==> config.mk <==
export PLATFORM = sky130hd
export DESIGN_NAME = occ_table_writer
export DESIGN_NICKNAME = d
export VERILOG_FILES = /design/src/rtl/occ_table_writer.sv
export SDC_FILE = /design/constraint.sdc
export NUM_CORES = 1
export LEC_CHECK = 0
export CAP_MARGIN = 0
export CORE_MARGIN = 2
export CORE_UTILIZATION = 40
export CTS_CLUSTER_DIAMETER = 200
export DETAILED_ROUTE_END_ITERATION = 16
export PLACE_DENSITY = 0.72
export SLEW_MARGIN = 20
export SYNTH_ARGS = -nofsm -noshare
export SYNTH_HDL_FRONTEND = slang
export SYNTH_SLANG_ARGS = --single-unit
==> constraint.sdc <==
create_clock -name clk -period 2.2 [get_ports clk]
set_input_delay 0.22 -clock clk [delete_from_list [all_inputs] [get_ports clk]]
set_output_delay 0.22 -clock clk [all_outputs]
set_load 0.01 [all_outputs]
==> src/rtl/occ_table_writer.sv <==
// FM-index Occ table builder: streams BWT symbols and writes one packed
// cumulative-count word {t,g,c,a} per position into the Occ memory.
module occ_table_writer #(
  parameter int ADDR_W = 8,
  parameter int CNT_W  = 8
) (
  input  logic                clk,
  input  logic                rst_n,
  input  logic                start,
  input  logic                s_valid,
  output logic                s_ready,
  input  logic [1:0]          s_sym,
  input  logic                s_end,
  input  logic                s_last,
  output logic                wr_en,
  input  logic                wr_ready,
  output logic [ADDR_W-1:0]   wr_addr,
  output logic [4*CNT_W-1:0]  wr_data,
  output logic                busy,
  output logic                done,
  output logic                error,
  output logic [ADDR_W-1:0]   entries
);

  typedef enum logic [1:0] {S_IDLE, S_RUN, S_DRAIN, S_DONE} state_t;

  localparam logic [ADDR_W-1:0] IDX_MAX = '1;
  localparam logic [CNT_W-1:0]  CNT_MAX = '1;

  state_t                   state_q, state_d;
  logic [3:0][CNT_W-1:0]    cnt_q, cnt_d;
  logic [ADDR_W-1:0]        idx_q, idx_d;
  logic [ADDR_W-1:0]        entries_q, entries_d;
  logic [ADDR_W-1:0]        wr_addr_q, wr_addr_d;
  logic [4*CNT_W-1:0]       wr_data_q, wr_data_d;
  logic                     wr_en_q, wr_en_d;
  logic                     error_q, error_d;
  logic                     wr_hs, acc;

  assign s_ready = (state_q == S_RUN) && (!wr_en_q || wr_ready);
  assign acc     = s_valid && s_ready;
  assign wr_hs   = wr_en_q && wr_ready;

  always_comb begin
    state_d   = state_q;
    cnt_d     = cnt_q;
    idx_d     = idx_q;
    entries_d = entries_q;
    wr_addr_d = wr_addr_q;
    wr_data_d = wr_data_q;
    wr_en_d   = wr_en_q;
    error_d   = error_q;

    if (wr_hs) begin
      wr_en_d   = 1'b0;
      entries_d = wr_addr_q + 1'b1;
    end

    case (state_q)
      S_IDLE: begin
        if (start) begin
          state_d   = S_RUN;
          cnt_d     = '0;
          idx_d     = '0;
          entries_d = '0;
          error_d   = 1'b0;
        end
      end
      S_RUN: begin
        if (acc) begin
          // The all-ones address means "-1" to the reader, so a symbol
          // landing there is an overflow rather than a write.
          if (idx_q == IDX_MAX) begin
            error_d = 1'b1;
            state_d = S_IDLE;
          end else begin
            for (int i = 0; i < 4; i++) begin
              if (!s_end && s_sym == 2'(i)) begin
                if (cnt_q[i] == CNT_MAX) error_d = 1'b1;
                else                     cnt_d[i] = cnt_q[i] + 1'b1;
              end
            end
            wr_en_d   = 1'b1;
            wr_addr_d = idx_q;
            wr_data_d = cnt_d;
            idx_d     = idx_q + 1'b1;
            if (s_last) state_d = S_DRAIN;
          end
        end
      end
      S_DRAIN: if (wr_hs) state_d = S_DONE;
      S_DONE:  state_d = S_IDLE;
      default: state_d = S_IDLE;
    endcase
  end

  always_ff @(posedge clk or negedge rst_n) begin
    if (!rst_n) begin
      state_q   <= S_IDLE;
      cnt_q     <= '0;
      idx_q     <= '0;
      entries_q <= '0;
      wr_addr_q <= '0;
      wr_data_q <= '0;
      wr_en_q   <= 1'b0;
      error_q   <= 1'b0;
    end else begin
      state_q   <= state_d;
      cnt_q     <= cnt_d;
      idx_q     <= idx_d;
      entries_q <= entries_d;
      wr_addr_q <= wr_addr_d;
      wr_data_q <= wr_data_d;
      wr_en_q   <= wr_en_d;
      error_q   <= error_d;
    end
  end

  assign wr_en   = wr_en_q;
  assign wr_addr = wr_addr_q;
  assign wr_data = wr_data_q;
  assign entries = entries_q;
  assign error   = error_q;
  assign busy    = (state_q == S_RUN) || (state_q == S_DRAIN);
  assign done    = (state_q == S_DONE);

endmodule
==> flow_metrics.tcl <==
set metrics [dict create \
    layout.nets 593 \
    gp_congestion 0.830 \
    avgSynthCellArea_um2 9.43 \
    synthCells 496 \
    setup_viol 0 \
    root_buffer "clkbuf_16" \
    htree_levels 3 \
    synthFlopType "dfrtp_1" \
    core-area_um2 11400 \
    drt-total-wl_mm 11.2 \
    initial_utilization 0.410 \
    rr_startpoint "state_q[0]$_DFFE_PN0P_" \
    drive_gt1_frac 0.0986 \
    worstSetupStartpointType "flop" \
    dpl_cell_area_um2 5600 \
    portBuffers 61 \
    maxCapViolations 0 \
    p_leak_nw 2.51 \
    hold_viol 0 \
    rrSetupSlack_ps 130 \
    fmax_mhz 484 \
    synth_top_family_by_area "simple AND/OR/NAND/NOR gates" \
    finalCritPeriodShare 0.940 \
    crit_type "reg2reg" \
    dr.pass1.iters 4 \
    layout_common_cells "dfrtp_1 (92), nand2_1 (80), clkdlybuf4s50_1 (60), nor2_1 (37), buf_4 (26)" \
    final_common_cell "dfrtp_1" \
    synth.area.mux_share 0.0201 \
    required_ps 2480 \
    die_area_um2 12600 \
    hpwl_mm 8.02 \
    antenna_found_initial 0 \
    ant_nets 0 \
    grt_pass1_wl_mm 19.2 \
    clk_pin_slew_ps 60 \
    synth_warnings 0 \
    synth_area_um2 4680 \
    area_growth_pct 26.8 \
    r2r_cells 8 \
    ys_ff_latch 92 \
    drtIter0Drc 208 \
    peakVddDrop_v 0.000532 \
    first_global_vias 3998 \
    setup_tns_ps 0 \
    cts_buffers 9 \
    power_density_nw_per_um2 933 \
    wl_per_cell_um 15.6 \
    synth_compound_area_frac 0.159 \
    rows 39 \
    die_h_um 112 \
    max-slew-margin-rel 0.677 \
    synth_simple_gate_area_frac 0.220 \
    viasPerCell 5.46 \
    path_max_fanout 12 \
    grt_usage 0.188 \
    synth_xor_area_frac 0.0543 \
    cts_tree "built" \
    clock_sinks 92 \
    arrival_ps 2350 \
    synthArstFlopShare 1.00 \
    clock_latency_ps 350 \
    whs_ps 336 \
    drc 0 \
    diodes 0 \
    die_x_um 112 \
    synth.distinct_cells 56 \
    rsz0062_at_grt "false" \
    synth_edf_count 0 \
    vias 3937 \
    ys_seq_area_frac 0.492 \
    clockBufferDepth 2 \
    hp-class "in2async" \
    pin_count 62 \
    grt-ovfl-total 0 \
    period_needed_ps 2070 \
    slew_violations 0 \
    status "completed" \
    grt_max_degree 49 \
    stdcell_area_um2 5930 \
    finClkSkew_ps 4.83 \
    tightest_slew_ps 473 \
    synth_nets 515 \
    timing.rr.end "cnt_q[19]$_DFFE_PN0P_" \
    cp-end-kind "flop" \
    synthAdderAreaFrac 0.0268 \
]
-- Yosys cell counts (2+ instances only) --
cell | count | area, um^2
nor2_1 | 38 | 143
xnor2_1 | 22 | 193
o21ai_1 | 24 | 120
and4_1 | 3 | 26.3
buf_1 | 2 | 7.51
o21bai_1 | 2 | 15.0
a311oi_1 | 5 | 43.8
nand2b_1 | 4 | 25.0
o21ai_0 | 22 | 110
mux2i_1 | 6 | 60.1
nand4_1 | 9 | 56.3
o21a_1 | 2 | 15.0
mux2_2 | 3 | 33.8
nor3_1 | 13 | 65.1
ha_1 | 10 | 125
dfrtp_1 | 92 | 2300
nand3_1 | 22 | 110
and3b_1 | 2 | 17.5
and2_1 | 6 | 37.5
nor4_1 | 6 | 37.5
buf_2 | 11 | 55.1
or3_1 | 2 | 12.5
nor3b_1 | 6 | 45.0
a32o_1 | 4 | 40.0
clkbuf_1 | 10 | 37.5
inv_1 | 8 | 30.0
a211oi_1 | 9 | 67.6
xor2_1 | 7 | 61.3
and3_1 | 6 | 37.5
nand2_1 | 80 | 300
o31ai_1 | 3 | 22.5
a21oi_1 | 17 | 85.1
a31oi_1 | 9 | 56.3
o22a_1 | 2 | 17.5
a21o_1 | 8 | 60.1
-- report_power, final --
| part | switching (mW) | internal [mW] |
|---|---|---|
| Sequential | 0.207 | 1.94 |
| Clock | 0.638 | 0.882 |
| Combinational | 0.976 | 0.883 |
-- metal layers --
layer  part of all wire  GRT usage
met1               0.46      0.246
met2               0.48      0.310
met3              0.041     0.0346
met4              0.020     0.0724
met5                  0          0
-- critical path: stages, from the launching register on --
cell      delay, ps
dfrtp_1         380
inv_1            90
ha_1            230
nor2b_2         180
nand4b_4        190
or2_1           250
buf_4           180
or3_1           370
a21oi_2         130
-- area by class of cell --
class	instances	area, um^2
Clock buffer	14	284
Fill cell	1078	5490
Inverter	8	30.0
Clock inverter	1	5.00
Timing Repair Buffer	90	866
Sequential cell	92	2300
Tap cell	143	179
Multi-Input combinational cell	373	2260
-- kinds of logic (layout without fill, tap and decap cells) --
kind of cell | after synthesis | count (layout)
xor+xnor | 29 | 29
compound gates | 117 | 117
simple gates | 208 | 208
fa+ha+maj | 10 | 10
flops | 92 | 92
mux | 9 | 9
buf+inv | 31 | 113
-- what timing repair did --
item | CTS | global route
endpoints found under the setup margin | 0 | 23
buffers inserted | 0 | 1
hold buffers | 1 | 0
resized for setup | 0 | 5
endpoints found under the hold margin | 26 | 0
-- registers in the layout, summed over array words and instances (netlist names), named ones only --
signal,flops
cnt_q,32
entries,8
error,1
idx_q,8
state_q,1
wr_addr,8
wr_data,32
wr_en,1
-- worst max-delay path by stage --
stage | endpoint | from | slack [ps]
6_report | cnt_q[19]$_DFFE_PN0P_ | state_q[0]$_DFFE_PN0P_ | 130
3_3_place_gp | cnt_q[19]$_DFFE_PN0P_ | wr_ready | 80
2_1_floorplan | cnt_q[19]$_DFFE_PN0P_ | state_q[0]$_DFFE_PN0P_ | 210
4_1_cts | cnt_q[19]$_DFFE_PN0P_ | state_q[0]$_DFFE_PN0P_ | 70
3_5_place_dp | cnt_q[23]$_DFFE_PN0P_ | s_sym[0] | 10
5_1_grt | cnt_q[19]$_DFFE_PN0P_ | state_q[0]$_DFFE_PN0P_ | 7
-- per-stage QoR --
stage                util  power, mW  std cells  setup WS, ps
floorplan               -       3.10        496           209
global placement    0.491       3.95        704          79.4
detailed placement  0.491       4.03        704          12.7
CTS                 0.517       5.56        720          73.5
global route        0.519       5.87        721          6.79
finish              0.519       5.53        721           132
(Power assumes the default switching activity.)
==> edit 1 (same settings) <==
Set the parameter `ADDR_W` to 9 (it was 8).
--- a/src/rtl/occ_table_writer.sv
+++ b/src/rtl/occ_table_writer.sv
@@ -2,5 +2,5 @@
 // cumulative-count word {t,g,c,a} per position into the Occ memory.
 module occ_table_writer #(
-  parameter int ADDR_W = 8,
+  parameter int ADDR_W = 9,
   parameter int CNT_W  = 8
 ) (
Ports: changed (resized entries and wr_addr); port bits go from 62 to 64. The function was not compared with the original's and may differ.
==> edit 1 against the original RTL <==
The run now ends with negative setup slack left; sequential cell count is 3 higher; design area is 6.5% higher; routed wire length rose by 4.7%; hold slack better by 0.017 ns; die area up 2.8%; area after synthesis increased by 2.9%; count of clock-buffer cells in the layout is 4 lower; clock power decreased by 4%; total power increased by 13%; clock skew grew 0.0039 ns; global-route usage increased by 0.33 points; setup slack worse by 0.18 ns; critical path type unchanged.
==> edit 1: results <==
{
  "r2r_start": "idx_q[5]$_DFFE_PN0P_",
  "finalSetupViolations": 2,
  "grt_start_max_net_pins": 53,
  "status": "finished, violations left",
  "fin_tns_setup_ns": -0.0852,
  "rr_endpoint": "idx_q[7]$_DFFE_PN0P_",
  "setup_slack_ns": -0.0468,
  "violations": "negative setup slack",
  "slew_headroom": 0.623,
  "gp_congestion": 0.842,
  "synthTopCellsByCount": "dfrtp_1 (95), nand2_1 (81), nor2_1 (51), o21ai_0 (51), nand3_1 (25)",
  "avgSynthCellArea_sq_um": 9.31,
  "grt_usage": 0.191,
  "dp_slack_ns": -0.0970,
  "grt_pass1_wl_mm": 19.8,
  "dp.cells": 744,
  "grt_use_met1": 0.255,
  "swShare": 0.355,
  "use_met2": 0.321,
  "syn_nets": 537,
  "dpl_cell_area_sq_mm": 0.00592,
  "dp_hpwl_mm": 8.30,
  "vias": 4158,
  "ys_top_cells_by_area": "dfrtp_1 (49%), nand2_1 (6.3%), o21ai_0 (5.3%)",
  "numPortBuffers": 63,
  "drt_iter0_markers": 223,
  "wire_per_inst_um": 15.3,
  "timing.hold.ws_ns": 0.352,
  "ys_seq_area_frac": 0.494
}
-- edit 1: layout make-up --
class | instances | area (sq um)
Fill cell | 1060 | 5550
Clock inverter | 5 | 33.8
Sequential cell | 95 | 2380
Multi-Input combinational cell | 390 | 2380
Timing Repair Buffer | 110 | 1060
Inverter | 9 | 33.8
Clock buffer | 10 | 239
Tap cell | 147 | 184
-- edit 1: kinds of logic after synthesis --
kind of cell / after synthesis / share of synthesized area
simple gates: 208 / 0.203
buf+inv: 32 / 0.0283
xor+xnor: 28 / 0.0510
compound gates: 132 / 0.172
fa+ha+maj: 11 / 0.0286
mux: 11 / 0.0237
flops: 95 / 0.494
-- edit 1: layer usage --
layer / vias to the layer above / wire [um]
li1: 2048 / -
met1: 2004 / 5230
met2: 100 / 5900
met3: 6 / 510
met4: 0 / 107
met5: - / 0
-- edit 1: worst reg2reg max path: stages, from the launching register on --
cell	delay, ns
dfrtp_1	0.38
and4_4	0.20
and4_1	0.19
ha_2	0.18
nand2b_4	0.14
o21a_4	0.12
or3_4	0.34
buf_6	0.15
or3_1	0.33
a21oi_2	0.14
-- edit 1: power by group through the flow --
stage	sequential, mW	combinational [mW]	clock [mW]
floorplan	2.30	1.16	0
global placement	2.22	2.36	0
detailed placement	2.22	2.43	0
CTS	2.19	2.51	1.49
global route	2.23	2.86	1.57
finish	2.19	2.62	1.46
-- edit 1: how the worst max path moves through the flow --
stage / slack [ns] / start / endpoint
3_3_place_gp: -0.07 / idx_q[5]$_DFFE_PN0P_ / idx_q[7]$_DFFE_PN0P_
4_1_cts: -0.03 / idx_q[3]$_DFFE_PN0P_ / cnt_q[0]$_DFFE_PN0P_
5_1_grt: -0.10 / idx_q[5]$_DFFE_PN0P_ / idx_q[7]$_DFFE_PN0P_
3_5_place_dp: -0.1 / idx_q[5]$_DFFE_PN0P_ / idx_q[7]$_DFFE_PN0P_
6_report: -0.05 / idx_q[5]$_DFFE_PN0P_ / idx_q[7]$_DFFE_PN0P_
2_1_floorplan: -0.04 / idx_q[3]$_DFFE_PN0P_ / idx_q[7]$_DFFE_PN0P_
-- edit 1: repair_timing --
action                                  CTS  global route
gates resized for setup                   3            23
hold buffers                              1             0
hold endpoints to repair                 30             0
endpoints found under the setup margin   17            33
gates cloned                              1             0
pin swaps                                 4             8
setup buffers                             2             3
==> edit 2 (config.mk and constraints unchanged) <==
Without the edit above. Reset style: synchronous (`rst_n`), changed in one clocked block.
--- a/src/rtl/occ_table_writer.sv
+++ b/src/rtl/occ_table_writer.sv
@@ -95,5 +95,5 @@
   end
 
-  always_ff @(posedge clk or negedge rst_n) begin
+  always_ff @(posedge clk) begin
     if (!rst_n) begin
       state_q   <= S_IDLE;
Formal check against the unedited RTL: differs if rst_n is asserted again (counterexample within 4 cycles, from zero or initial values and one cycle with rst_n low); with rst_n held inactive, the same outputs for 4 cycles.
==> edit 2 against the original RTL <==
Clock power down 13%; utilization down 0.071 points; highest routed layer unchanged; area after synthesis down 5.2%; via count up 6.2%; setup slack worse by 0.037 ns; sequential cell count unchanged; die area down 5.0%; routed wire length up 7.5%; largest power group unchanged; critical path depth down 4; design area down 5.2%; total power down 24%; cell count up 3.2%; synthesized cell count up 4.4%.
==> edit 2: results <==
{
  "numPortBuffers": 61,
  "cts_buffers": 9,
  "slowest_delay_ns": 0.49,
  "ys_seq_area_frac": 0.415,
  "cp_slowest_cell": "clkdlybuf4s50_1",
  "diodes": 0,
  "yosysUniqueCellTypes": 64,
  "grt_usage": 0.209,
  "clk_latency_ns": 0.37,
  "postCtsSetupBuffers": 0,
  "first_pass_iters": 4,
  "drt_iter0_markers": 249,
  "syn-instance-count": 518,
  "dp_hpwl_mm": 8.66,
  "final.fill_count": 1070,
  "layout.cells.non_filler": 744,
  "gp_congestion": 0.908,
  "cts_buffer_depth": 2,
  "layout.nets": 618,
  "dp.cells": 728,
  "dpl_cell_area_sq_mm": 0.00538,
  "area_delta_synth_final_pct": 26.7,
  "antenna_found_initial": 0,
  "cts.htree.levels": 3,
  "skew_ns": 0.0155,
  "vias": 4181,
  "path_clk_slew_ns": 0.09,
  "syn_nets": 537,
  "synth-compound-area-share": 0.223,
  "synth_xor_area_frac": 0.0375,
  "arrival_ns": 1.89,
  "status": "completed",
  "ys_warn_count": 0,
  "path_max_fanout": 4,
  "synth-main-ff-cell": "dfxtp_1",
  "slew_headroom": 0.552,
  "synthMuxAreaShare": 0.0322,
  "synthArstFlopShare": 0,
  "yosys.area_share.adder": 0.0282,
  "grt_start_max_net_pins": 38,
  "synthTopCellsByCount": "dfxtp_1 (92), nand2_1 (57), o21ai_0 (53)",
  "vdd_drop_max_mv": 0.458,
  "drt-total-wl_mm": 12.1,
  "ys_top_cells_by_area": "dfxtp_1 (42%), o21ai_0 (6.0%), a21oi_1 (5.6%)",
  "crit_family": "buffers and inverters",
  "drive_above_1_share": 0.127,
  "hold_path.class": "reg2reg",
  "leakagePower_nw": 1.94,
  "cts-root-buf": "clkbuf_8",
  "final_common_cell": "dfxtp_1",
  "dp_slack_ns": 0.0687,
  "first_global_vias": 3958,
  "grt_pass1_wl_mm": 19.5
}
edit 2: cell types whose count changed in the layout (fill, tap and decap cells not counted), moves of 6 or more:
cell	delta
o21ai_0	+32
nand3_1	+12
clkbuf_8	+7
o21ai_1	-23
mux2i_1	+6
dfxtp_1	+92
a21oi_1	+34
nand2_1	-23
xnor2_1	-11
dfrtp_1	-92
clkbuf_16	-9
nor2_1	-10
edit 2: path summary, 6_finish.rpt:
check	startpoint	end	slack (ns)	cells past startpoint
max	wr_en$_SDFF_PN0_	s_ready	0.09	4
min	entries[1]$_SDFF_PN0_	entries[1]$_SDFF_PN0_	0.46	2
max reg2reg	idx_q[0]$_SDFFE_PN0P_	register	0.17	7
min reg2reg	entries[1]$_SDFF_PN0_	entries[1]$_SDFF_PN0_	0.46	2
edit 2: layer usage:
layer  share of wire  track usage  vias to the layer above
li1                -            -                     2071
met2            0.47        0.358                       96
met4           0.012       0.0588                        0
met1            0.47        0.268                     2005
met5               0            0                        -
met3           0.043       0.0415                        9
edit 2: what timing repair did:
item | in CTS | in global routing
endpoints found under the setup margin | 0 | 11
hold buffers | 0 | 0
resized for setup | 0 | 3
edit 2: power by group:
part           switching, mW  internal (mW)  leakage (nW)
Clock                  0.629          0.705         0.116
Combinational          0.580          0.474          1.08
Sequential            0.0687           1.76         0.744
edit 2: worst register-to-register path: cells and delay by family (launching register included):
kind	cells	cell delay [ns]
flip-flops	1	0.41
buffers and inverters	1	0.20
multiplexers	1	0.22
adder cells (fa/ha/maj)	1	0.26
AO/OA/AOI/OAI	2	0.46
AND/OR/NAND/NOR	2	0.41
edit 2: layout make-up:
cell class                 count  area share
inverter                       7     0.00467
multi-input combinational    395       0.438
sequential                    92       0.328
timing repair buffer          94       0.157
clock buffer                  11      0.0269
tap                          140      0.0312
clock inverter                 5      0.0145
